[config.mk]
export PLATFORM = sky130hd
export DESIGN_NAME = gate_test_sequencer_flat
export DESIGN_NICKNAME = d
export VERILOG_FILES = /design/src/rtl/gate_test_sequencer_if.sv /design/src/rtl/gate_test_sequencer.sv /design/src/flat_wrapper.sv
export SDC_FILE = /design/constraint.sdc
export NUM_CORES = 1
export LEC_CHECK = 0
export ABC_CLOCK_PERIOD_IN_PS = 3100
export CAP_MARGIN = 20
export CORE_MARGIN = 5
export CORE_UTILIZATION = 50
export DETAILED_ROUTE_END_ITERATION = 10
export PLACE_DENSITY_LB_ADDON = 0.15
export SLEW_MARGIN = 5
export SYNTH_ARGS = -nofsm -noshare
export SYNTH_HDL_FRONTEND = slang
export SYNTH_SLANG_ARGS = --single-unit
[constraint.sdc]
create_clock -name clk -period 3.1 [get_ports clk]
set_input_delay 0.775 -clock clk [delete_from_list [all_inputs] [get_ports clk]]
set_output_delay 0.775 -clock clk [all_outputs]
set_load 0.005 [all_outputs]
[src/rtl/gate_test_sequencer_if.sv]
// rtl/gate_test_sequencer_if.sv - start/status and gate-block signals of the gate test sequencer
interface gate_test_sequencer_if;
    logic       start;
    logic       a_out;
    logic       b_out;
    logic [6:0] gate_in;
    logic       busy;
    logic       done;
    logic       pass;
    logic [2:0] err_cnt;
    logic [3:0] fail_vec;

    modport master (
        output start,
        output gate_in,
        input  a_out,
        input  b_out,
        input  busy,
        input  done,
        input  pass,
        input  err_cnt,
        input  fail_vec
    );

    modport slave (
        input  start,
        input  gate_in,
        output a_out,
        output b_out,
        output busy,
        output done,
        output pass,
        output err_cnt,
        output fail_vec
    );
endinterface

[src/rtl/gate_test_sequencer.sv]
// rtl/gate_test_sequencer.sv - exhaustive 2-input gate block tester; GATE_SEQ_LOOP_EN lets DONE re-arm on start
module gate_test_sequencer #(
    parameter int SETTLE_CYCLES = 1
) (
    input  logic                   clk,
    input  logic                   rst,
    gate_test_sequencer_if.slave   bus
);

    localparam logic [2:0] IDLE   = 3'd0;
    localparam logic [2:0] DRIVE  = 3'd1;
    localparam logic [2:0] SETTLE = 3'd2;
    localparam logic [2:0] SAMPLE = 3'd3;
    localparam logic [2:0] DONE   = 3'd4;

    localparam logic [3:0] SETTLE_INIT = 4'(SETTLE_CYCLES);
    localparam logic [2:0] AFTER_DRIVE = (SETTLE_CYCLES == 0) ? SAMPLE : SETTLE;

    logic [2:0] state;
    logic [1:0] idx;
    logic [3:0] settle_cnt;
    logic       a_q;
    logic       b_q;
    logic       done_q;
    logic       pass_q;
    logic [2:0] err_q;
    logic [3:0] fail_q;
    logic [6:0] expected;

    // Reference response derived from the operands actually on the wires
    always_comb begin
        expected = {~(a_q ^ b_q), a_q ^ b_q, ~a_q, ~(a_q | b_q),
                    a_q | b_q, ~(a_q & b_q), a_q & b_q};
    end

    always_ff @(posedge clk) begin
        if (rst) begin
            state      <= IDLE;
            idx        <= 2'd0;
            settle_cnt <= 4'd0;
            a_q        <= 1'b0;
            b_q        <= 1'b0;
            done_q     <= 1'b0;
            pass_q     <= 1'b0;
            err_q      <= 3'd0;
            fail_q     <= 4'd0;
        end else begin
            done_q <= 1'b0;
            case (state)
                IDLE: begin
                    if (bus.start) begin
                        idx    <= 2'd0;
                        err_q  <= 3'd0;
                        fail_q <= 4'd0;
                        state  <= DRIVE;
                    end
                end
                DRIVE: begin
                    a_q        <= idx[1];
                    b_q        <= idx[0];
                    settle_cnt <= SETTLE_INIT;
                    state      <= AFTER_DRIVE;
                end
                SETTLE: begin
                    settle_cnt <= settle_cnt - 4'd1;
                    if (settle_cnt <= 4'd1) begin
                        state <= SAMPLE;
                    end
                end
                SAMPLE: begin
                    if (bus.gate_in != expected) begin
                        err_q       <= err_q + 3'd1;
                        fail_q[idx] <= 1'b1;
                    end
                    if (idx == 2'd3) begin
                        state <= DONE;
                    end else begin
                        idx   <= idx + 2'd1;
                        state <= DRIVE;
                    end
                end
                DONE: begin
                    done_q <= 1'b1;
                    pass_q <= (err_q == 3'd0);
`ifdef GATE_SEQ_LOOP_EN
                    if (bus.start) begin
                        idx    <= 2'd0;
                        err_q  <= 3'd0;
                        fail_q <= 4'd0;
                        state  <= DRIVE;
                    end else begin
                        state <= IDLE;
                    end
`else
                    state <= IDLE;
`endif
                end
                default: state <= IDLE;
            endcase
        end
    end

    assign bus.a_out    = a_q;
    assign bus.b_out    = b_q;
    assign bus.busy     = (state != IDLE);
    assign bus.done     = done_q;
    assign bus.pass     = pass_q;
    assign bus.err_cnt  = err_q;
    assign bus.fail_vec = fail_q;

endmodule

[src/flat_wrapper.sv]
// flat-port wrapper written by rule: the top's interface ports become plain ports
module gate_test_sequencer_flat 
#(
    parameter int SETTLE_CYCLES = 1
)
  (clk, rst, bus_start, bus_gate_in, bus_a_out, bus_b_out, bus_busy, bus_done, bus_pass, bus_err_cnt, bus_fail_vec);
  gate_test_sequencer_if bus_i ();
  input  logic clk;
  input  logic rst;
  input wire logic [$bits(bus_i.start)-1:0] bus_start;
  input wire logic [$bits(bus_i.gate_in)-1:0] bus_gate_in;
  output wire logic [$bits(bus_i.a_out)-1:0] bus_a_out;
  output wire logic [$bits(bus_i.b_out)-1:0] bus_b_out;
  output wire logic [$bits(bus_i.busy)-1:0] bus_busy;
  output wire logic [$bits(bus_i.done)-1:0] bus_done;
  output wire logic [$bits(bus_i.pass)-1:0] bus_pass;
  output wire logic [$bits(bus_i.err_cnt)-1:0] bus_err_cnt;
  output wire logic [$bits(bus_i.fail_vec)-1:0] bus_fail_vec;
  assign bus_i.start = bus_start;
  assign bus_i.gate_in = bus_gate_in;
  assign bus_a_out = bus_i.a_out;
  assign bus_b_out = bus_i.b_out;
  assign bus_busy = bus_i.busy;
  assign bus_done = bus_i.done;
  assign bus_pass = bus_i.pass;
  assign bus_err_cnt = bus_i.err_cnt;
  assign bus_fail_vec = bus_i.fail_vec;
  gate_test_sequencer #(.SETTLE_CYCLES(SETTLE_CYCLES)) u_core (.clk(clk), .rst(rst), .bus(bus_i));
endmodule
==> results of run 1 <==
[per-layer routing]
metal  vias up  share of wire [%]  GRT usage (%)
met5         -                  0              0
met1       448                 48           19.5
met3         4                4.3           4.82
met2        17                 46           24.7
li1        501                  -              -
met4         0                1.4           6.47
[worst min path at each step]
stage	start	slack [ns]	cells past startpoint	end
after floorplan	u_core.bus.pass$_SDFFE_PP0P_	0.45	2	u_core.bus.pass$_SDFFE_PP0P_
after global placement	u_core.bus.pass$_SDFFE_PP0P_	0.44	2	u_core.bus.pass$_SDFFE_PP0P_
after detailed placement	u_core.bus.pass$_SDFFE_PP0P_	0.44	2	u_core.bus.pass$_SDFFE_PP0P_
after CTS	u_core.bus.pass$_SDFFE_PP0P_	0.46	2	u_core.bus.pass$_SDFFE_PP0P_
after global routing	u_core.bus.pass$_SDFFE_PP0P_	0.49	2	u_core.bus.pass$_SDFFE_PP0P_
final	u_core.bus.pass$_SDFFE_PP0P_	0.46	2	u_core.bus.pass$_SDFFE_PP0P_
[layout make-up]
class / instances / area, um2
fillers: 206 / 788
multi-input cells: 99 / 718
flip-flops and latches: 20 / 400
repair buffers: 23 / 225
clock buffers: 4 / 36.3
well taps: 28 / 35.0
inverters: 8 / 30.0
[cells in the final DEF, fill, tap and decap left out, drive strengths merged]
cell and count:
nor3 3, xor2 1, clkdlybuf4s50 21, o21ai 8, dfxtp 20, nor4b 2, or2b 2, nand2b 2
o21a 1, nor2b 1, or3 3, o21bai 1, inv 8, a211oi 1, nor3b 6, nor2 17
o41ai 1, clkbuf 4, o211ai 1, o31ai 1, a22oi 1, a21o 1, a21oi 8, buf 2
nand2 14, xnor2 1, mux2 3, nand4b 1, ha 10, nand3b 1, o22ai 1, and3b 4
mux2i 2, nand4bb 1
[sequential cells by signal, summed over array words and instances (netlist names)]
signal               count
u_core.bus.fail_vec      4
u_core.bus.done          1
u_core.bus.pass          1
u_core.settle_cnt        4
u_core.bus.err_cnt       3
u_core.idx               2
u_core.bus.a_out         1
u_core.bus.b_out         1
u_core.state             3
[worst register-to-register path, cell delays in order (launching register included)]
cell	delay [ns]
dfxtp_1	0.42
inv_1	0.09
ha_1	0.30
nor3b_1	0.20
o21ai_1	0.12
o21ai_2	0.28
mux2_4	0.33
[report_power, final]
group          internal, W  switching [W]
logic            0.0000897      0.0000818
registers         0.000273      0.0000233
clock network    0.0000717      0.0000861
total             0.000434       0.000191
[synth_stat cells, drive strengths merged]
cell type   n
dfxtp      20
nor2       17
nand2      14
ha         10
a21oi       8
inv         8
o21ai       8
nor3b       6
and3b       4
buf         3
clkbuf      3
mux2        3
nor3        3
or3         3
mux2i       2
nand2b      2
nor4b       2
or2b        2
a211oi      1
a21o        1
a22oi       1
nand3b      1
nand4b      1
nand4bb     1
nor2b       1
o211ai      1
o21a        1
o21bai      1
o22ai       1
o31ai       1
o41ai       1
xnor2       1
xor2        1
[cells by family (layout without fill, tap and decap cells)]
family / Yosys count / after routing
flip-flops: 20 / 20
AO/OA/AOI/OAI: 25 / 25
AND/OR/NAND/NOR: 57 / 57
multiplexers: 5 / 5
buffers and inverters: 14 / 35
adder cells (fa/ha/maj): 10 / 10
XOR/XNOR: 2 / 2
[stage by stage]
stage | instance area, um2 | setup WS [ns]
2_1_floorplan | 1190 | 1.36
5_1_grt | 1450 | 0.487
3_3_place_gp | 1410 | 0.853
4_1_cts | 1450 | 0.587
3_5_place_dp | 1410 | 0.805
6_report | 1450 | 0.591
==> metrics.cfg, run 1 <==
[clock_tree]
root_buffer = clkbuf_4
clock_latency_ns = 0.31
cts_hold_buffers = 0
cts_tree = yes
cts-htree-levels = 1
clk_transition_reported_paths_ns = 0.12
cts.repair.resized = 0
numCtsBuffers = 3
cts.sinks = 20
cts_buffer_depth = 2
post_cts_buffers = 0

[synthesis]
synth_top_family_by_area = simple AND/OR/NAND/NOR gates
ys_ff_latch = 20
syn_inst = 133
synthAdderAreaFrac_pct = 10.5
synth-simple-area-share_pct = 29.6
ys_types = 42
synth_compound_area_share_pct = 13.7
ys_seq_area_share_pct = 33.8
synth_top_area_share_pct = 33.8
synth_xor_area_share_pct = 1.48
synth_nets = 153
syn-cell-area_um2 = 1190
avgSynthCellArea_um2 = 8.92
ys.warnings.count = 0
synth_area_leaders = dfxtp_1 (34%), ha_1 (11%), nor2_1 (4.7%), nand2_1 (4.4%), a21oi_1 (3.4%)
synth_area_leader_cell = dfxtp_1
synthMuxAreaShare_pct = 5.17

[critical_path]
rr_startpoint = u_core.bus.a_out$_SDFFE_PP0P_
worst_ep_arrival_time_ns = 1.73
critical_path.startpoint = u_core.state[2]$_SDFFE_PP0P_
cpMaxStageDelayCell = dfxtp_1
path_delay_family = flip-flops
cp.depth = 2
path_buf_inv = 1
crit_end = bus_busy
worst_setup_path_end_kind = output port
cp_cell_sequence = or3_1, clkdlybuf4s50_1
slowest_delay_ns = 0.73
start_kind = flip-flop
reg2reg_slack_ns = 1.26
r2r_cells = 6
crit_fanout = 17
required_ns = 2.32
rr_endpoint = u_core.bus.err_cnt[0]$_SDFFE_PP0P_
critPathKind = reg2out

[timing]
worst_hold_slack_ns = 0.459
fin_tns_setup_ns = 0
slew_headroom_pct = 59.8
fmax_mhz = 398
period_share_pct = 81.0
finalHoldViolations = 0
fin_crit_ns = 2.51
rsz0062_at_grt = false
worstMarginPinSlew_ns = 0.602
setup_viol = 0
drv_slew = 0
skew_ns = 0.00377

[global_route]
grt_max_degree = 18
grt_first_pass_wirelength_mm = 4.13
grt_antenna_before_repair = 0
grt_usage_pct = 15.6
grt_overflow_total = 0
grt_pass1_vias = 923

[die]
start_util_pct = 53.1
die_h_um = 58.7
coreArea_um2 = 2230
io_pins = 22
die-area_um2 = 3450
row_count = 17
die_w_um = 58.7

[placement]
gp_congestion = 0.776
dp_cells = 178
port_buffers = 21
dp_hpwl_mm = 1.84

[drt]
vias = 970
routed_wl_mm = 2.42
drt_iter0_markers = 18
drtPass1Iterations = 4
drc_errors = 0
via_per_inst = 5.33
ant_nets = 0
wire_per_inst_um = 13.3

[cells_and_area]
insertedDiodeCount = 0
final-instance-count-excl-fill = 182
area_growth_pct = 21.8
drive_above_1_share_pct = 13.0
nNetsFinal = 175
final_util_pct = 64.7

[power_and_ir_drop]
p_per_area_nw_per_um2 = 433
fin_total_pwr_w = 0.000626
cellLeakagePower_nw = 0.581
ir_drop_uv = 311

[run]
max_cap_violations = 0

[run_status]
status = finished, final reports clean

[hold_path]
holdCritPathClass = reg2reg

Note: power is estimated with default switching activity, not from simulation.
==> inputs of run 2 (changes only) <==
--- a/config.mk
+++ b/config.mk
@@ -5,10 +5,10 @@
 export SDC_FILE = /design/constraint.sdc
 export NUM_CORES = 1
 export LEC_CHECK = 0
-export ABC_CLOCK_PERIOD_IN_PS = 3100
+export ABC_CLOCK_PERIOD_IN_PS = 2100
 export CAP_MARGIN = 20
 export CORE_MARGIN = 5
-export CORE_UTILIZATION = 50
+export CORE_UTILIZATION = 46
 export DETAILED_ROUTE_END_ITERATION = 10
 export PLACE_DENSITY_LB_ADDON = 0.15
 export SLEW_MARGIN = 5
==> constraint.sdc (replaced) <==
create_clock -name clk -period 2.1 [get_ports clk]
set_input_delay 0.525 -clock clk [delete_from_list [all_inputs] [get_ports clk]]
set_output_delay 0.525 -clock clk [all_outputs]
set_load 0.005 [all_outputs]
==> run 2 against run 1 <==
Sequential share of layout area is 0.61 points lower. Flip-flop and latch count unchanged. Final cell count up 3.3%. Cell area grew 2.3%. Power rose by 47%. Global-route usage decreased by 2.1 points. Core utilization fell by 5.1 points. Die area rose by 7.2%. Largest power group unchanged. Non-clock buffer count rose by 4. Sequential power is 43% higher. Largest cell class unchanged. Via count rose by 0.82%. Wire length decreased by 5.0%.
==> metrics.cfg, run 2 (same netlist as run 1, synthesis figures left out) <==
[critical_path]
slowest_delay_ns = 0.45  ; -0.28 ns
path_buf_inv = 1  ; unchanged
reg2reg_slack_ns = 0.40  ; -0.86 ns
rr_startpoint = u_core.bus.a_out$_SDFFE_PP0P_
path_delay_family = buffers and inverters
worst_ep_arrival_time_ns = 1.44  ; -0.29 ns
critical_path.startpoint = u_core.state[1]$_SDFFE_PP0P_
cp_cell_sequence = or3_1, clkdlybuf4s50_1
worst_setup_path_end_kind = output port
cpMaxStageDelayCell = clkdlybuf4s50_1
start_kind = flip-flop
r2r_cells = 6  ; unchanged
critPathKind = reg2out
rr_endpoint = u_core.bus.err_cnt[2]$_SDFFE_PP0P_
crit_fanout = 2  ; -15
cp.depth = 2  ; unchanged
crit_end = bus_busy
required_ns = 1.57  ; -0.75 ns

[clock_tree]
cts_tree = yes
post_cts_buffers = 0  ; unchanged
clk_transition_reported_paths_ns = 0.12  ; about the same
root_buffer = clkbuf_4
cts-htree-levels = 1  ; unchanged
cts_buffer_depth = 2  ; unchanged
cts.sinks = 20  ; unchanged
cts_hold_buffers = 0  ; unchanged
numCtsBuffers = 3  ; unchanged
clock_latency_ns = 0.30  ; about the same
cts.repair.resized = 0  ; unchanged

[global_route]
grt_max_degree = 17  ; -1
grt_pass1_vias = 934  ; +1.2%
grt_antenna_before_repair = 0  ; unchanged
grt_usage_pct = 13.5  ; -2.1 points
grt_overflow_total = 0  ; unchanged
grt_first_pass_wirelength_mm = 3.82  ; -7.4%

[timing]
period_share_pct = 93.6
rsz0062_at_grt = false
drv_slew = 0  ; unchanged
fmax_mhz = 509
setup_viol = 0  ; unchanged
fin_tns_setup_ns = 0  ; unchanged
finalHoldViolations = 0  ; unchanged
skew_ns = 0.00540  ; +0.00164 ns
worstMarginPinSlew_ns = 0.400  ; -0.202 ns
slew_headroom_pct = 73.3  ; +13 points
fin_crit_ns = 1.97

[placement]
dp_hpwl_mm = 1.76  ; -4.7%
port_buffers = 21  ; unchanged
dp_cells = 184  ; +3.4%
gp_congestion = 0.692  ; -11%

[die]
row_count = 18  ; +1
die-area_um2 = 3690  ; +7.2%
die_w_um = 60.8  ; +3.5%
io_pins = 22  ; unchanged
die_h_um = 60.8  ; +3.5%
coreArea_um2 = 2480  ; +11%
start_util_pct = 47.9  ; -5.2 points

[power_and_ir_drop]
p_per_area_nw_per_um2 = 625  ; +44%
ir_drop_uv = 435  ; +40%
cellLeakagePower_nw = 0.601  ; +3.4%

[drt]
via_per_inst = 5.20  ; -2.4%
drtPass1Iterations = 4  ; unchanged
wl_met3_um = 90  ; -13%
drc_errors = 0  ; unchanged
drt_iter0_markers = 34  ; +16
routed.top_layer = met4
wire_per_inst_um = 12.2  ; -8.0%
routed_wl_mm = 2.30  ; -5.0%
wl_met2_mm = 1.12  ; -0.36%
ant_nets = 0  ; unchanged
vias = 978  ; +0.82%
met1_length_mm = 1.07  ; -7.5%

[cells_and_area]
insertedDiodeCount = 0  ; unchanged
final-instance-count-excl-fill = 188  ; +3.3%
fillCellCount = 224  ; +8.7%
layout_commonest_cell = clkdlybuf4s50_1
drive_above_1_share_pct = 15.2  ; +2.2 points
area_growth_pct = 24.6
final_util_pct = 59.6  ; -5.1 points
nNetsFinal = 179  ; +2.3%
final_cell_mix = clkdlybuf4s50_1 (21), dfxtp_1 (20), nor2_1 (15)

[hold_path]
holdCritPathClass = reg2reg

[run_status]
status = finished, final reports clean

[run]
max_cap_violations = 0  ; unchanged

-- run 2: cell count changes in the layout (fill, tap and decap cells not counted) --
cell / before / now
buf_4: 2 / 6
-- run 2: power by group --
part | internal [W] | switching [W] | total, W
Sequential | 0.000403 | 0.0000214 | 0.000424
Combinational | 0.000139 | 0.000134 | 0.000273
Clock | 0.000106 | 0.000120 | 0.000226
-- run 2: final cells by class --
type,instances,area (um2),share of cell area (%)
inverters,8,30.0,2.03
multi-input cells,99,718,48.6
repair buffers,27,255,17.3
clock buffers,4,36.3,2.46
flip-flops and latches,20,400,27.1
well taps,30,37.5,2.54
-- run 2: tightest hold or removal path, delay by kind of cell (launching register included) --
kind               cells  cell delay (ns)
DFF                    1             0.33
and+or+nand+nor        1             0.05
AOI/OAI and AO/OA      1             0.05
-- run 2: worst min path at each step --
stage,from,end,slack [ns],cells past startpoint
2_1_floorplan,u_core.bus.pass$_SDFFE_PP0P_,u_core.bus.pass$_SDFFE_PP0P_,0.45,2
4_1_cts,u_core.bus.pass$_SDFFE_PP0P_,u_core.bus.pass$_SDFFE_PP0P_,0.47,2
3_3_place_gp,u_core.bus.fail_vec[2]$_SDFFE_PP0P_,u_core.bus.fail_vec[2]$_SDFFE_PP0P_,0.44,2
3_5_place_dp,u_core.bus.pass$_SDFFE_PP0P_,u_core.bus.pass$_SDFFE_PP0P_,0.45,2
5_1_grt,u_core.bus.pass$_SDFFE_PP0P_,u_core.bus.pass$_SDFFE_PP0P_,0.51,2
6_report,u_core.bus.pass$_SDFFE_PP0P_,u_core.bus.pass$_SDFFE_PP0P_,0.46,2
-- run 2: per-layer routing --
layer / global-route usage [%] / vias up
li1: - / 504
met1: 16.3 / 457
met2: 23.4 / 15
met3: 4.47 / 2
met4: 2.79 / 0
met5: 0 / -
-- run 2: stage by stage --
| step | hold slack, ns | setup slack (ns) | instance area [um2] | power, W |
|---|---|---|---|---|
| floorplan | 0.448 | 0.434 | 1190 | 0.000631 |
| global placement | 0.441 | 0.171 | 1440 | 0.000696 |
| detailed placement | 0.452 | 0.151 | 1440 | 0.000704 |
| CTS | 0.468 | 0.120 | 1480 | 0.000926 |
| global route | 0.508 | 0.0616 | 1480 | 0.000980 |
| finish | 0.464 | 0.135 | 1480 | 0.000923 |
